<file path="config.mk">
export PLATFORM = sky130hd
export DESIGN_NAME = alu_share_arb
export DESIGN_NICKNAME = d
export VERILOG_FILES = /design/src/rtl/alu_pkg.sv /design/src/rtl/alu_rr_grant.sv /design/src/rtl/alu_share_arb.sv
export SDC_FILE = /design/constraint.sdc
export NUM_CORES = 1
export LEC_CHECK = 0
export CAP_MARGIN = 20
export CORE_MARGIN = 4
export CORE_UTILIZATION = 25
export CTS_BUF_LIST = sky130_fd_sc_hd__clkbuf_16
export CTS_CLUSTER_DIAMETER = 40
export DETAILED_ROUTE_END_ITERATION = 8
export GPL_TIMING_DRIVEN = 0
export HOLD_SLACK_MARGIN = 0.15
export SLEW_MARGIN = 20
export SYNTH_ARGS = -nofsm -noshare
export SYNTH_HDL_FRONTEND = slang
export SYNTH_HIERARCHICAL = 1
export SYNTH_SLANG_ARGS = --single-unit
</file>
<file path="constraint.sdc">
create_clock -name clk -period 10 [get_ports clk]
set_clock_uncertainty 0.05 [all_clocks]
set_input_delay 2.5 -clock clk [delete_from_list [all_inputs] [get_ports clk]]
set_output_delay 2.5 -clock clk [all_outputs]
set_load 0.01 [all_outputs]
</file>
<file path="src/rtl/alu_pkg.sv">
// Shared definitions for the ALU time-sharing arbiter: ALU control codes and
// the arbiter state encoding.
package alu_pkg;

  typedef logic [2:0] alu_ctrl_t;

  localparam alu_ctrl_t ALU_ADD = 3'b000;
  localparam alu_ctrl_t ALU_SUB = 3'b001;
  localparam alu_ctrl_t ALU_AND = 3'b010;
  localparam alu_ctrl_t ALU_OR  = 3'b011;
  localparam alu_ctrl_t ALU_SLT = 3'b101;

  typedef enum logic [1:0] {
    ST_IDLE,
    ST_EXEC,
    ST_RESP
  } arb_state_t;

endpackage

</file>
<file path="src/rtl/alu_rr_grant.sv">
// Combinational grant picker: first asserted request at or after the start
// pointer, wrapping modulo NUM_REQ. A zero pointer gives fixed priority.
module alu_rr_grant #(
  parameter int NUM_REQ = 2,
  parameter int IDXW    = $clog2(NUM_REQ)
) (
  input  logic [NUM_REQ-1:0] req,
  input  logic [IDXW-1:0]    ptr,
  output logic [NUM_REQ-1:0] gnt,
  output logic [IDXW-1:0]    idx,
  output logic               found
);

  logic [IDXW-1:0] cand;

  always_comb begin
    // NOTE: every output gets a default before the loop so no path leaves a
    // variable unassigned, which would otherwise infer a latch.
    idx   = '0;
    found = 1'b0;
    cand  = '0;
    for (int i = 0; i < NUM_REQ; i++) begin
      cand = IDXW'((int'(ptr) + i) % NUM_REQ);
      if (!found && req[cand]) begin
        found = 1'b1;
        idx   = cand;
      end
    end
    gnt = found ? (NUM_REQ'(1) << idx) : '0;
  end

endmodule

</file>
<file path="src/rtl/alu_share_arb.sv">
// Time-shares one combinational ALU between NUM_REQ requesters with an
// IDLE/EXEC/RESP sequence. Define ALU_ARB_RR_EN for round-robin arbitration;
// otherwise the lowest requester index wins.
module alu_share_arb
  import alu_pkg::*;
#(
  parameter int NUM_REQ = 2,
  parameter int WIDTH   = 32
) (
  input  logic                            clk,
  input  logic                            rst,
  input  logic [NUM_REQ-1:0]              req_valid,
  output logic [NUM_REQ-1:0]              req_ready,
  input  logic [NUM_REQ-1:0][2:0]         req_ctrl,
  input  logic [NUM_REQ-1:0][WIDTH-1:0]   req_op1,
  input  logic [NUM_REQ-1:0][WIDTH-1:0]   req_op2,
  output logic [NUM_REQ-1:0]              rsp_valid,
  input  logic [NUM_REQ-1:0]              rsp_ready,
  output logic [WIDTH-1:0]                rsp_data,
  output logic                            rsp_eq,
  output alu_ctrl_t                       alu_ctrl,
  output logic [WIDTH-1:0]                alu_op1,
  output logic [WIDTH-1:0]                alu_op2,
  input  logic [WIDTH-1:0]                alu_out,
  input  logic                            alu_eq
);

  localparam int IDXW = $clog2(NUM_REQ);

  arb_state_t          state;
  logic [IDXW-1:0]     owner;
  logic [IDXW-1:0]     ptr;
  logic [IDXW-1:0]     gidx;
  logic [NUM_REQ-1:0]  gnt;
  logic                gfound;

  alu_rr_grant #(.NUM_REQ(NUM_REQ), .IDXW(IDXW)) u_grant (
    .req   (req_valid),
    .ptr   (ptr),
    .gnt   (gnt),
    .idx   (gidx),
    .found (gfound)
  );

  // Ready is offered only while idle, so at most one accept per transaction.
  assign req_ready = (state == ST_IDLE && !rst) ? gnt : '0;

`ifdef ALU_ARB_RR_EN
  always_ff @(posedge clk or posedge rst) begin
    if (rst) begin
      ptr <= '0;
    end else if (state == ST_IDLE && gfound) begin
      ptr <= (gidx == IDXW'(NUM_REQ - 1)) ? '0 : gidx + 1'b1;
    end
  end
`else
  assign ptr = '0;
`endif

  // NOTE: sequential state uses non-blocking assignments so every register
  // samples pre-edge values regardless of statement order.
  always_ff @(posedge clk or posedge rst) begin
    if (rst) begin
      state     <= ST_IDLE;
      owner     <= '0;
      alu_ctrl  <= ALU_ADD;
      alu_op1   <= '0;
      alu_op2   <= '0;
      rsp_data  <= '0;
      rsp_eq    <= 1'b0;
      rsp_valid <= '0;
    end else begin
      case (state)
        ST_IDLE: begin
          if (gfound) begin
            alu_ctrl <= req_ctrl[gidx];
            alu_op1  <= req_op1[gidx];
            alu_op2  <= req_op2[gidx];
            owner    <= gidx;
            state    <= ST_EXEC;
          end
        end
        ST_EXEC: begin
          rsp_data  <= alu_out;
          rsp_eq    <= alu_eq;
          rsp_valid <= NUM_REQ'(1) << owner;
          state     <= ST_RESP;
        end
        ST_RESP: begin
          if (rsp_ready[owner]) begin
            rsp_valid <= '0;
            state     <= ST_IDLE;
          end
        end
        default: state <= ST_IDLE;
      endcase
    end
  end

endmodule

</file>
# [Word-level counts from Yosys, hierarchy flattened]
# Index checks and enable logic that the tools add are counted.
[word_totals] register_bits=105 wordCells=42 input_bits=173
[classes] n_mux=17 n_shift=2 n_eq_ne=4 order_cmp=2 n_reduce_logical=9
[ops] operator="$mux 32" count=4
[ops] operator="$mux 2" count=4
[ops] operator="$mux 3" count=2
[ops] operator="$pmux 2 s3" count=1
[ops] operator="$reduce_and 2->1" count=3
[ops] operator="$mux 1" count=5
[ops] operator="$lt 1x2->1 const B" count=2
[ops] operator="$ne 2x2->1 const B" count=2
[ops] operator="$pmux 2 s2" count=1
[ops] operator="$shl 1x1->2 const A" count=2
[ops] operator="$eq 2x1->1 const B" count=1
[ops] operator="$eq 2x2->1 const B" count=1
[ops] operator="$logic_and 1x1->1" count=2
[ops] operator="$logic_not 1->1" count=2
[ops] operator="$logic_not 2->1" count=1
[ops] operator="$reduce_bool 2->1" count=1

# [Longest topological paths before layout]
[logic_depth] ltp_word=7 mapped_depth=7

# [By module]
# The synthesis kept the hierarchy.
[modules_own_cells] module="alu_share_arb" area_per_inst_um2=4585.6 instances=1 cells_each=387
[modules_own_cells] module="alu_rr_grant" area_per_inst_um2=32.5 instances=1 cells_each=5

# [Worst setup path after synthesis]
# Ideal clock, no wire load.
[synth_timing] path_kind="input to output" from="in rst" to="out req_ready[0]" t_arrival_ns=2.816 slack_ns=4.634 required_time_ns=7.450 stages=2 path_cell_list="nor3_1 -> and2_1"
[synth_via] elab_chain_len=3
[synth_lines] item="from (decl)" line="alu_share_arb.sv:11" text="input logic rst,"
[synth_lines] item="$logic_not 1->1 (no source line)"
[synth_lines] item="$logic_and 1x1->1" line="alu_share_arb.sv:46" text="assign req_ready = (state == ST_IDLE && !rst) ? gnt : '0;"
[synth_lines] item="$mux 2" line="alu_share_arb.sv:46"
[synth_lines] item="to (decl)" line="alu_share_arb.sv:13" text="output logic [NUM_REQ-1:0] req_ready,"
# Every way passes these cells.

# [Worst setup path after layout]
[layout_timing] from="in req_valid[0]" to="out req_ready[0]"
[layout_via] elab_chain_len=7 word_cells_on_any_way=8 classes_between="shift: 1; mux: 5; reduce/logical: 2"
[layout_lines] item="from (decl)" line="alu_share_arb.sv:12" text="input logic [NUM_REQ-1:0] req_valid,"
[layout_lines] item="$mux 1 *" line="alu_rr_grant.sv:24" text="if (!found && req[cand]) begin"
[layout_lines] item="$logic_not 1->1" line="alu_rr_grant.sv:24"
[layout_lines] item="$logic_and 1x1->1" line="alu_rr_grant.sv:24"
[layout_lines] item="$mux 1" line="alu_rr_grant.sv:24"
[layout_lines] item="$shl 1x1->2" line="alu_rr_grant.sv:29" text="gnt = found ? (NUM_REQ'(1) << idx) : '0;"
[layout_lines] item="$mux 2 *" line="alu_rr_grant.sv:29"
[layout_lines] item="named net gnt[0]" line="alu_share_arb.sv:34" text="logic [NUM_REQ-1:0] gnt;"
[layout_lines] item="$mux 2 *" line="alu_share_arb.sv:46"
# Mark *: on every way through the listed nets, which the timed path passes. The rest lies on a longest branch.

==> results.yml <==
worst_setup_path:
  setup.worst_path.class: "in -> out"
  cp-end-kind: "output pin"
  crit_required_ns: 7.45
  r2r_setup_slack_ns: 8.52
  cpPeakStageDelay_ns: 0.54
  crit_fanout: 4
  crit_chain: "clkdlybuf4s50_1 > a21boi_0 > and2_1 > clkdlybuf4s50_1"
  cp.arrival_ns: 3.89
  cp_common_cell: "clkdlybuf4s50_1"
  critPathLaunchType: "input pin"
  cp_slowest_cell: "clkdlybuf4s50_1"
synth:
  ys_types: 24
  syn_area_um2: 4620
  synth_commonest_cells: "105 x dfrtp_1, 71 x a21oi_1, 67 x mux2i_1, 67 x nor2_1, 32 x mux2_2"
  synth_edf_count: 0
  async_flop_share: 1.00
  syn_avg_cell_area_um2: 11.8
  synth_area_leaders: "dfrtp_1 57%, mux2i_1 15%, mux2_2 7.8%"
  ys_ff_latch: 105
  yosysSeqAreaShare: 0.569
  synth_cells: 392
  synth_top_area_cell: "dfrtp_1"
  synth_most_common_cell: "dfrtp_1"
  synth-warning-count: 6
  synth_ff_type: "dfrtp_1"
  synth_top_cell_area_share: 0.569
timing:
  tns_ns: 0
  setup_viol: 0
  hold_viol: 0
  whs_ns: 0.458
  fmax_ghz: 0.155
  fin_crit_ns: 6.44
  rsz0062_at_grt: "false"
  fin_ws_ns: 3.56
  maxSlewViolCount: 0
  finalCritPeriodShare: 0.644
floorplan:
  dieArea_um2: 20700
  core_area_um2: 18100
  io_pins: 277
  row_count: 49
  die_w_um: 144
  initial_core_util: 0.255
  die_h_um: 144
min_path:
  min_path_type: "reg -> reg"
power_and_ir_drop:
  switchingPower_w: 0.000747
  power_frac_seq: 0.346
  peakVddDrop_uv: 139
  swShare: 0.342
  power_w: 0.00218
  power_leakage_nw: 3.29
  power_density_nw_per_um2: 274
  p_int_w: 0.00144
  clkPwrFrac: 0.147
  combPwrFrac: 0.507
cts:
  numCtsBuffers: 9
  clkTransAtPathRegs_ns: 0.07
  clk_latency_ns: 0.34
  root_buffer: "clkbuf_16"
  clkSinkCount: 105
  clock_path_buffers: 2
  postCtsSetupRepairBufs: 0
  ctsResizeCount: 0
  cts_hold_buf: 0
  ctsHtreeMaxLevel: 3
  cts_tree: "built"
routing:
  vias: 3998
  drt_iter0_drc: 116
  drc_errors: 0
  routed_wl_mm: 14.9
  vias_per_cell: 4.37
  avgRoutedWirePerCell_um: 16.2
  ant_nets: 0
  firstDrtPassIters: 4
grt:
  grt_pass1_vias: 4355
  grt_first_pass_wirelength_mm: 22.2
  antenna_found_initial: 0
  grt_max_degree: 63
  track_usage: 0.137
  overflow: 0
placement:
  dp_hpwl_mm: 11.8
  dp_slack_ns: 3.54
  gp_congestion: 0.737
  portBuffers: 276
status:
  status: "completed"
finish:
  n_antenna_cell: 0
  num-nets-final: 854
  layout-drive-gt1-share: 0.111
  area_growth_pct: 72.6
  nFillCells: 1692
flow_run:
  drv_cap: 0
==> state kept, by name (all words and copies together) (netlist names) <==
name and cells:
owner 1, rsp_valid 2, rsp_eq 1, rsp_data 32, alu_op1 32, alu_op2 32, state 2, alu_ctrl 3
==> path summary, 6_finish.rpt <==
check                        startpoint      endpoint  cells after the start
max                        req_valid[0]  req_ready[0]                      4
max reg2reg                    state[0]   alu_op1[18]                      4
min in group asynchronous           rst      state[0]                      2
max in group asynchronous           rst   alu_op1[26]                      3
min reg2reg                rsp_data[17]  rsp_data[17]                      1
min                        rsp_data[17]  rsp_data[17]                      1
==> final cells by class <==
cell class                      instances  area [um2]  share of cell area
Inverter                                4        20.0             0.00251
Clock inverter                          7        40.0             0.00502
Buffer                                 27         198              0.0248
Clock buffer                            9         225              0.0283
Multi-Input combinational cell        257        1780               0.224
Timing Repair Buffer                  277        2790               0.350
Tap cell                              229         287              0.0360
Sequential cell                       105        2630               0.330
==> layout by cell type, fill, tap and decap left out, types with 3 or more instances in the layout <==
master	Yosys	routed
a21boi_0	3	3
a21oi_1	71	71
mux2i_1	67	67
buf_2	14	14
mux2_2	32	32
buf_4	8	8
dfrtp_1	105	105
clkbuf_16	0	9
clkdlybuf4s50_1	0	276
buf_8	3	3
inv_1	4	5
nor2_1	67	67
==> cell families (layout without fill, tap and decap cells) <==
group / Yosys count / in the layout / share of synthesized area
flops: 105 / 105 / 0.569
mux: 100 / 100 / 0.226
compound gates: 78 / 78 / 0.0878
simple gates: 77 / 77 / 0.0699
buf+inv: 31 / 324 / 0.0461
other cells: 1 / 2 / 0.000812
==> power by group through the flow <==
| stage | Clock (W) | Sequential, W | Combinational [W] |
|---|---|---|---|
| after floorplan | 0 | 0.000852 | 0.000405 |
| after global routing | 0.000349 | 0.000783 | 0.00120 |
| after detailed placement | 0 | 0.000764 | 0.00113 |
| after CTS | 0.000335 | 0.000758 | 0.00113 |
| after global placement | 0 | 0.000754 | 0.00111 |
| final | 0.000321 | 0.000755 | 0.00111 |
==> layer usage <==
metal	vias to the layer above	wire length [um]	GRT usage
li1	1928	-	-
met2	146	7560	0.239
met3	16	1220	0.0406
met4	0	239	0.0461
met5	-	0	0
met1	1908	5840	0.159
==> through the flow <==
stage | cell area [um2] | utilization | cells
CTS | 7970 | 0.441 | 915
global placement | 7670 | 0.424 | 898
finish | 7970 | 0.441 | 915
global route | 7970 | 0.441 | 915
floorplan | 4620 | - | 393
detailed placement | 7700 | 0.426 | 899
==> critical path: cells and delay by family <==
| kind | cells | cell delay, ns |
|---|---|---|
| AO/OA/AOI/OAI | 1 | 0.18 |
| buffers and inverters | 2 | 1.05 |
| AND/OR/NAND/NOR | 1 | 0.15 |
Power figures use the tool's default switching activity.
